<file path="config.mk">
export PLATFORM = sky130hd
export DESIGN_NAME = mtr_drv_ramped
export DESIGN_NICKNAME = d
export VERILOG_FILES = /design/src/rtl/mtr_drv_pkg.sv /design/src/rtl/pwm_dual_dead.sv /design/src/rtl/mtr_drv_ramped.sv
export SDC_FILE = /design/constraint.sdc
export NUM_CORES = 1
export LEC_CHECK = 0
export CORE_UTILIZATION = 60
export DETAILED_ROUTE_END_ITERATION = 7
export PLACE_DENSITY = 0.84
export SKIP_LAST_GASP = 1
export SYNTH_ARGS = -nofsm -noshare
export SYNTH_HDL_FRONTEND = slang
export SYNTH_SLANG_ARGS = --single-unit
</file>
<file path="constraint.sdc">
create_clock -name clk -period 6.5 [get_ports clk]
set_input_delay 0.975 -clock clk [delete_from_list [all_inputs] [get_ports clk]]
set_output_delay 0.975 -clock clk [all_outputs]
set_load 0.05 [all_outputs]
</file>
<file path="src/rtl/mtr_drv_pkg.sv">
`default_nettype none
// mtr_drv_pkg: shared constants and saturating/slew helpers for the ramped motor driver.
package mtr_drv_pkg;

  localparam int SCALE_FRAC = 11;
  localparam int SCALE_W    = 13;

  // Symmetric clamp to +/-(2^(w-1)-1); the most negative code is never returned.
  function automatic logic signed [31:0] sat_sym(input logic signed [31:0] val, input int w);
    logic signed [31:0] lim;
    lim = (32'sd1 <<< (w - 1)) - 32'sd1;
    if (val > lim) return lim;
    if (val < -lim) return -lim;
    return val;
  endfunction

  function automatic logic signed [31:0] slew_step(input logic signed [31:0] tgt,
                                                   input logic signed [31:0] cur,
                                                   input int slew);
    logic signed [31:0] diff;
    logic signed [31:0] lim;
    diff = tgt - cur;
    lim  = slew;
    if (slew == 0) return tgt;
    if (diff > lim) diff = lim;
    else if (diff < -lim) diff = -lim;
    return cur + diff;
  endfunction

endpackage
`default_nettype wire

</file>
<file path="src/rtl/pwm_dual_dead.sv">
`default_nettype none
// pwm_dual_dead: complementary high/low-side compare with dead-band, evaluated in W+1 bits.
module pwm_dual_dead #(
  parameter int W    = 12,
  parameter int DEAD = 16
) (
  input  logic [W-1:0] cnt_i,
  input  logic [W-1:0] duty_i,
  output logic         pwm1_o,
  output logic         pwm2_o
);

  logic [W:0] cnt_x;
  logic [W:0] duty_x;
  logic [W:0] dead_x;

  always_comb begin
    cnt_x  = {1'b0, cnt_i};
    duty_x = {1'b0, duty_i};
    dead_x = (W+1)'(DEAD);
    pwm1_o = (cnt_x >= dead_x) && (cnt_x < duty_x);
    pwm2_o = (cnt_x >= (duty_x + dead_x));
  end

endmodule
`default_nettype wire

</file>
<file path="src/rtl/mtr_drv_ramped.sv">
`default_nettype none
// mtr_drv_ramped: NCH-channel battery-compensated, slew-limited H-bridge PWM driver
// sharing one phase-aligned period counter.
module mtr_drv_ramped
  import mtr_drv_pkg::*;
#(
  parameter int             NCH      = 2,
  parameter int             SPD_W    = 12,
  parameter int             SLEW     = 64,
  parameter int             DEAD     = 16,
  parameter logic [NCH-1:0] INV_MASK = NCH'(2'b10)
) (
  input  logic                   clk,
  input  logic                   rst_n,
  input  logic                   en,
  input  logic [SCALE_W-1:0]     scale,
  input  logic [NCH*SPD_W-1:0]   spd,
  output logic [NCH-1:0]         pwm1,
  output logic [NCH-1:0]         pwm2,
  output logic                   prd_strt
);

  localparam int             W       = SPD_W;
  localparam int             PW      = W + SCALE_W + 1;
  localparam logic [W-1:0]   CNT_MAX = '1;
  localparam logic [W:0]     HALF    = {2'b01, {(W-1){1'b0}}};

  logic [W-1:0] cnt_q, cnt_d;
  logic         prd_q, prd_d;
  logic         wrap;

  always_comb begin
    wrap  = (cnt_q == CNT_MAX);
    cnt_d = cnt_q + W'(1);
    prd_d = wrap;
  end

  always_ff @(posedge clk or negedge rst_n) begin
    if (!rst_n) begin
      cnt_q <= '0;
      prd_q <= 1'b0;
    end else begin
      cnt_q <= cnt_d;
      prd_q <= prd_d;
    end
  end

  assign prd_strt = prd_q;

  for (genvar i = 0; i < NCH; i++) begin : g_ch
    logic signed [W-1:0]  spd_q;
    logic signed [PW-1:0] prod_q, prod_d, prod_sh;
    logic signed [W-1:0]  tgt_q, tgt_d;
    logic signed [W-1:0]  cmd_q, cmd_d;
    logic signed [31:0]   sat_w, step_w;
    logic signed [W:0]    duty_x;
    logic [W-1:0]         duty;
    logic                 p1_w, p2_w;
    logic                 p1_q, p2_q;
    logic                 unused_bits;

    always_comb begin
      prod_d  = PW'(spd_q) * PW'($signed({1'b0, scale}));
      prod_sh = prod_q >>> SCALE_FRAC;
      sat_w   = sat_sym(32'(prod_sh), W);
      tgt_d   = sat_w[W-1:0];
      step_w  = slew_step(32'(tgt_q), 32'(cmd_q), SLEW);
      // Coast has priority over a coincident wrap so the ramp always restarts at 0.
      cmd_d   = cmd_q;
      if (!en)
        cmd_d = '0;
      else if (wrap)
        cmd_d = step_w[W-1:0];
      if (INV_MASK[i])
        duty_x = $signed(HALF) - (W+1)'(cmd_q);
      else
        duty_x = $signed(HALF) + (W+1)'(cmd_q);
      duty = duty_x[W-1:0];
    end

    assign unused_bits = ^{sat_w[31:W], step_w[31:W], duty_x[W]};

    pwm_dual_dead #(
      .W    (W),
      .DEAD (DEAD)
    ) u_pwm (
      .cnt_i  (cnt_q),
      .duty_i (duty),
      .pwm1_o (p1_w),
      .pwm2_o (p2_w)
    );

    always_ff @(posedge clk or negedge rst_n) begin
      if (!rst_n) begin
        spd_q  <= '0;
        prod_q <= '0;
        tgt_q  <= '0;
        cmd_q  <= '0;
        p1_q   <= 1'b0;
        p2_q   <= 1'b0;
      end else begin
        spd_q  <= spd[i*W +: W];
        prod_q <= prod_d;
        tgt_q  <= tgt_d;
        cmd_q  <= cmd_d;
        p1_q   <= en & p1_w;
        p2_q   <= en & p2_w;
      end
    end

    assign pwm1[i] = p1_q;
    assign pwm2[i] = p2_q;
  end

endmodule
`default_nettype wire

</file>
Word level (Yosys, flattened, before mapping)
Index checks and enable logic that the tools add are counted.
W data, S select, Z words.

storage, ports and cells
  logic and storage cells = 68
  output and inout bits = 5
  bits of input ports = 40
  flip-flop bits (word level) = 141

cells by class
  $add $sub $neg = 9
  reduce and logical (&&, ||, !) cells = 2
  bitwise gates (word level) = 4
  eq/ne operators = 2
  $mul = 2
  $lt $le $gt $ge = 13
  mux-type cells = 22

operator list
  operator                  count
  $mux W12                  16
  $mul A12 B14 Y26          2
  $gt A15 B12 Y1 const B    2
  $lt A15 B12 Y1 const B    2
  $add A12 B5 Y13 const B   2
  $ge A12 B13 Y1            2
  $gt A13 B8 Y1 const B     2
  $lt A13 B7 Y1 const B     2
  $sub A12 B12 Y13          2
  $add A12 B12 Y12          2
  $lt A12 B12 Y1            2
  $add A12 B1 Y12 const B   1
  $add A12 B12 Y12 const A  1
  $eq A12 B12 Y1 const B    1
  $ge A12 B5 Y1 const B     1
  $sub A12 B12 Y12 const A  1
  $mux W1                   6
  $and A1 B1 Y1             4
  $logic_and A1 B1 Y1       2
  $ne A2 B1 Y1 const B      1

Depth between registers and ports, before layout
  depth in word-level cells = 7
  depth in mapped cells = 22

Cells and area by module
Synthesis repeated with hierarchy kept, for this count alone.

second synthesis, totals
  cell total of the unflattened synthesis = 1939
  area total of the unflattened synthesis = 17486.8 um^2

modules (own cells, without submodules)
  module          times used  cells an instance  area each (um^2)
  mtr_drv_ramped  1           1775               16250.6
  pwm_dual_dead   2           82                 618.1

Worst setup path after synthesis
No wires, ideal clock.

  path kind = input to register
  start point = input port scale[5]
  end point = register g_ch[1].prod_q[25]
  data arrival time = 6.100 ns
  buffers on the path = 1
  setup time = 0.080 ns
  slack = 0.320 ns
  stages on the path = 20
  data required time = 6.420 ns
  path through = clkbuf_1 nor2_1 fa_1 inv_1 fa_1 inv_1 fa_1 fa_1 inv_1 fa_1 inv_1 ha_1 and2_1 a22o_1 o41a_1 a2111oi_2 nor3_1 a211o_1 a21oi_2 xnor2_1

on the way
  word-level cells in the longest chain between the ends = 1

ends and longest elaborated chain
  item                    line                   source
  start, declared         mtr_drv_ramped.sv:16   input logic [SCALE_W-1:0] scale,
  $mul A12 B14 Y26        mtr_drv_ramped.sv:63   prod_d = PW'(spd_q) * PW'($signed({1'b0, scale}));
  net g_ch[1].prod_d[25]  mtr_drv_ramped.sv:52   logic signed [PW-1:0] prod_q, prod_d, prod_sh;
  end signal, assigned    mtr_drv_ramped.sv:103  prod_q <= prod_d;
  end, declared           mtr_drv_ramped.sv:52

The timed path passes the listed nets, and every way through them passes these cells.
A chain may end at the register's enable or synchronous reset.

Worst setup path after layout
  start point = input port scale[3]
  end point = register g_ch[1].prod_q[25]

Same word-level chain as after synthesis.

==> metrics.md <==
| Metric | Value |
|---|---|
| FF-to-FF End | g_ch[1].prod_q[25] |
| Outcome | complete, no violations |
| H-tree depth | 4 |
| Row count | 62 |
| Yosys cell types | 69 |
| Fmax | 0.157 GHz |
| CP Launch Point | scale[3] |
| Initial antenna violation count | 0 |
| Reg-to-Reg Start | g_ch[1].spd_q[5] |
| FFs w/ async S/R, synth | 100% |
| # fillers | 2,200 |
| Placed cell area | 0.0187 mm^2 |
| Max-slew violations | 0 |
| CP required | 6.86 ns |
| Placed Cells | 2,387 |
| Crit Path Class | input port to flip-flop |
| Synth area leader | fa_1 |
| Setup violations, final | 0 |
| CTS max path bufs | 2 |
| Startpoint of the worst hold path | g_ch[0].prod_q[25] |
| Die Y | 173 um |
| Synth-to-layout area growth | 9.97% |
| Ys flop type | dfrtp_1 |
| Largest cells by area after synthesis | fa_1, ha_1, dfrtp_1 |
| Most frequent cell after synthesis | inv_1 |
| Final hold vios | 0 |
| Worst Reg-to-Reg Cells | 18 |
| Global route overflow | 0 |
| Critical Path Sink | g_ch[1].prod_q[25] |
| Layout Utilization | 67.2% |
| Yosys top cell area share | 25.3% |
| Number of global-route vias before repair | 14,726 |
| Initial Util | 61.1% |
| CP endpoint kind | flip-flop |
| Hpwl dp | 32,100 um |
| Syn Inst Count | 1,962 |
| Die Footprint | 0.0299 mm^2 |
| Clock sink total | 119 |
| Syn Area/Cell | 8.94 um^2 |
| Max-Slew Margin vs Limit | 34.7% |
| Core ar. | 0.0287 mm^2 |
| Cell count of the worst hold path | 0 |
| CP arrival | 6.73 ns |
| Pre-Repair DR Iteration Count | 5 |
| Later-pin clock latency in the skew report | 0.45 ns |
| Drt total wl | 40,300 um |
| Yosys reg bits | 119 |
| Max IR drop VDD | 0.260 mV |
| Seq/Total Area, Yosys | 17.0% |
| Mapped Area | 0.0175 mm^2 |
| Max_cap viols | 0 |
| CTS tree | yes |
| Largest net degree at the start of global routing | 71 |
| Worst setup SP type | input port |
| EDFF count, synth | 0 |
| First-pass GRT wire length | 68,400 um |
| Routed length per instance | 16.7 um |
| Post-DRT Antenna Nets | 0 |
| Nets | 2,526 |
| Unrepaired setup endpoints after global routing | yes |
| Clock skew | 0.0139 ns |
| Layout cells sized above 1 | 5.90% |
| IO Count | 45 |
| Root Driver | clkbuf_16 |
| Via count | 13,750 |
| Design area | 0.0193 mm^2 |
| Max FO, Critical Path | 13 |
| Tmin final | 6.38 ns |
| Die span in x | 173 um |
| Initial DRC Count | 1,033 |
| Post-synthesis net count | 2,466 |
| Placer Congestion | 0.903 |
| # port buffers | 44 |
| Pwr/cell area | 376 mW/mm^2 |
| Number of remaining DRC errors | 0 |
| CTS clock-pin slew for the worst setup and hold paths | 0.07 ns |
| Part of the cycle the worst path needs | 98.1% |
| CTS Buf Count | 17 |
| Leak Pwr | 9.74 nW |
| Antenna diodes | 0 |
| Path type of the worst min-delay path | flip-flop to flip-flop |
| Final std cells w/o fill | 2,419 |
| R2R Setup Slk | 0.59 ns |
| Gr usage total | 28.5% |
| Vias per cell | 5.68 |
| Commonest cells post-synth | inv_1, nand2_1, ha_1 |
| Yosys warnings | 0 |
| Tightest Pin Transition | 0.977 ns |
report_power, final:
group / total [W] / internal (W) / switching [W]
combinational: 0.00523 / 0.00240 / 0.00284
sequential: 0.00108 / 0.000960 / 0.000123
clock: 0.000945 / 0.000545 / 0.000400
metal layers:
layer | routed length [um] | global-route usage, %
met4 | 1410 | 12.2
met3 | 2440 | 5.63
met2 | 20000 | 49.1
met1 | 16400 | 34.9
met5 | 0 | 0
cells in the final DEF (no fill, tap or decap), types with 4 or more instances in the layout:
cell	n
a211oi_1	8
a21boi_1	5
nor2b_1	15
o21a_1	39
fa_1	221
nand2_1	255
o21bai_1	4
or4_1	5
clkinv_4	4
o211ai_1	4
nand4_1	8
and2_1	107
o31ai_1	5
o21ai_0	51
nand3_1	44
o21ai_1	12
xnor2_1	50
a21oi_1	57
xor2_1	32
nor2_1	80
clkbuf_16	17
buf_4	64
a21o_1	22
inv_1	345
ha_1	242
o41ai_1	5
nor3_1	32
and3_1	15
clkdlybuf4s50_1	40
dfrtp_1	119
nand2b_1	22
or3_1	8
a21boi_0	9
or2_2	4
nor4_1	8
per-stage QoR:
step	setup TNS [ns]	total power, W	hold slack [ns]	worst slack, ns
after floorplan	0	0.00482	0.445	0.320
after global placement	-0.462	0.00601	0.393	-0.185
after detailed placement	-1.42	0.00624	0.399	-0.292
after CTS	0	0.00726	0.425	0.151
after global routing	-0.0593	0.00803	0.445	-0.0593
final	0	0.00726	0.425	0.122
state kept, by name, indices dropped and copies added (netlist names):
| signal | cells |
|---|---|
| cnt_q | 12 |
| g_ch.cmd_q | 24 |
| g_ch.p1_q | 2 |
| g_ch.p2_q | 2 |
| g_ch.prod_q | 30 |
| g_ch.spd_q | 24 |
| g_ch.tgt_q | 24 |
| prd_strt | 1 |
how the worst min path moves through the flow:
stage / to
CTS: g_ch[0].tgt_q[11]
detailed placement: g_ch[0].tgt_q[11]
global route: g_ch[0].tgt_q[11]
floorplan: g_ch[0].tgt_q[0]
finish: g_ch[0].tgt_q[11]
global placement: g_ch[0].tgt_q[11]
timing repair:
action	4_1_cts	5_1_grt
resized for setup	0	6
hold buffers	0	0
buffers inserted	0	0
setup endpoints to repair	0	5
kinds of logic (layout without fill, tap and decap cells):
family,count (synthesis),after routing,synth area share (%)
adders and majority gates,464,464,42.6
xor gates and xnor gates,82,82,4.09
buffers and inverters,413,486,8.93
DFF,119,119,17.0
and+or+nand+nor,613,613,16.7
AOI/OAI and AO/OA,271,271,10.7
cell type report:
class	count	area [um^2]	area share (%)
repair buffers	108	938	4.86
inverters	346	1300	6.73
well taps	384	480	2.49
clock buffers	18	439	2.28
clock inverters	14	141	0.733
multi-input cells	1430	13000	67.5
flip-flops and latches	119	2980	15.4
worst max-delay path, cell delays in order:
cell and delay, ns:
clkdlybuf4s50_1 0.54, buf_4 0.23, buf_4 0.17, nand2_1 0.08, fa_1 0.52, inv_1 0.05, ha_1 0.22, fa_1 0.54
inv_1 0.05, fa_1 0.48, fa_1 0.59, inv_1 0.06, ha_1 0.33, a2111oi_2 0.30, o21ai_1 0.18, a32o_1 0.35
a2111oi_4 0.32, nor3_1 0.13, a211o_1 0.31, a21oi_2 0.17, xnor2_1 0.14
(Power assumes the default switching activity.)
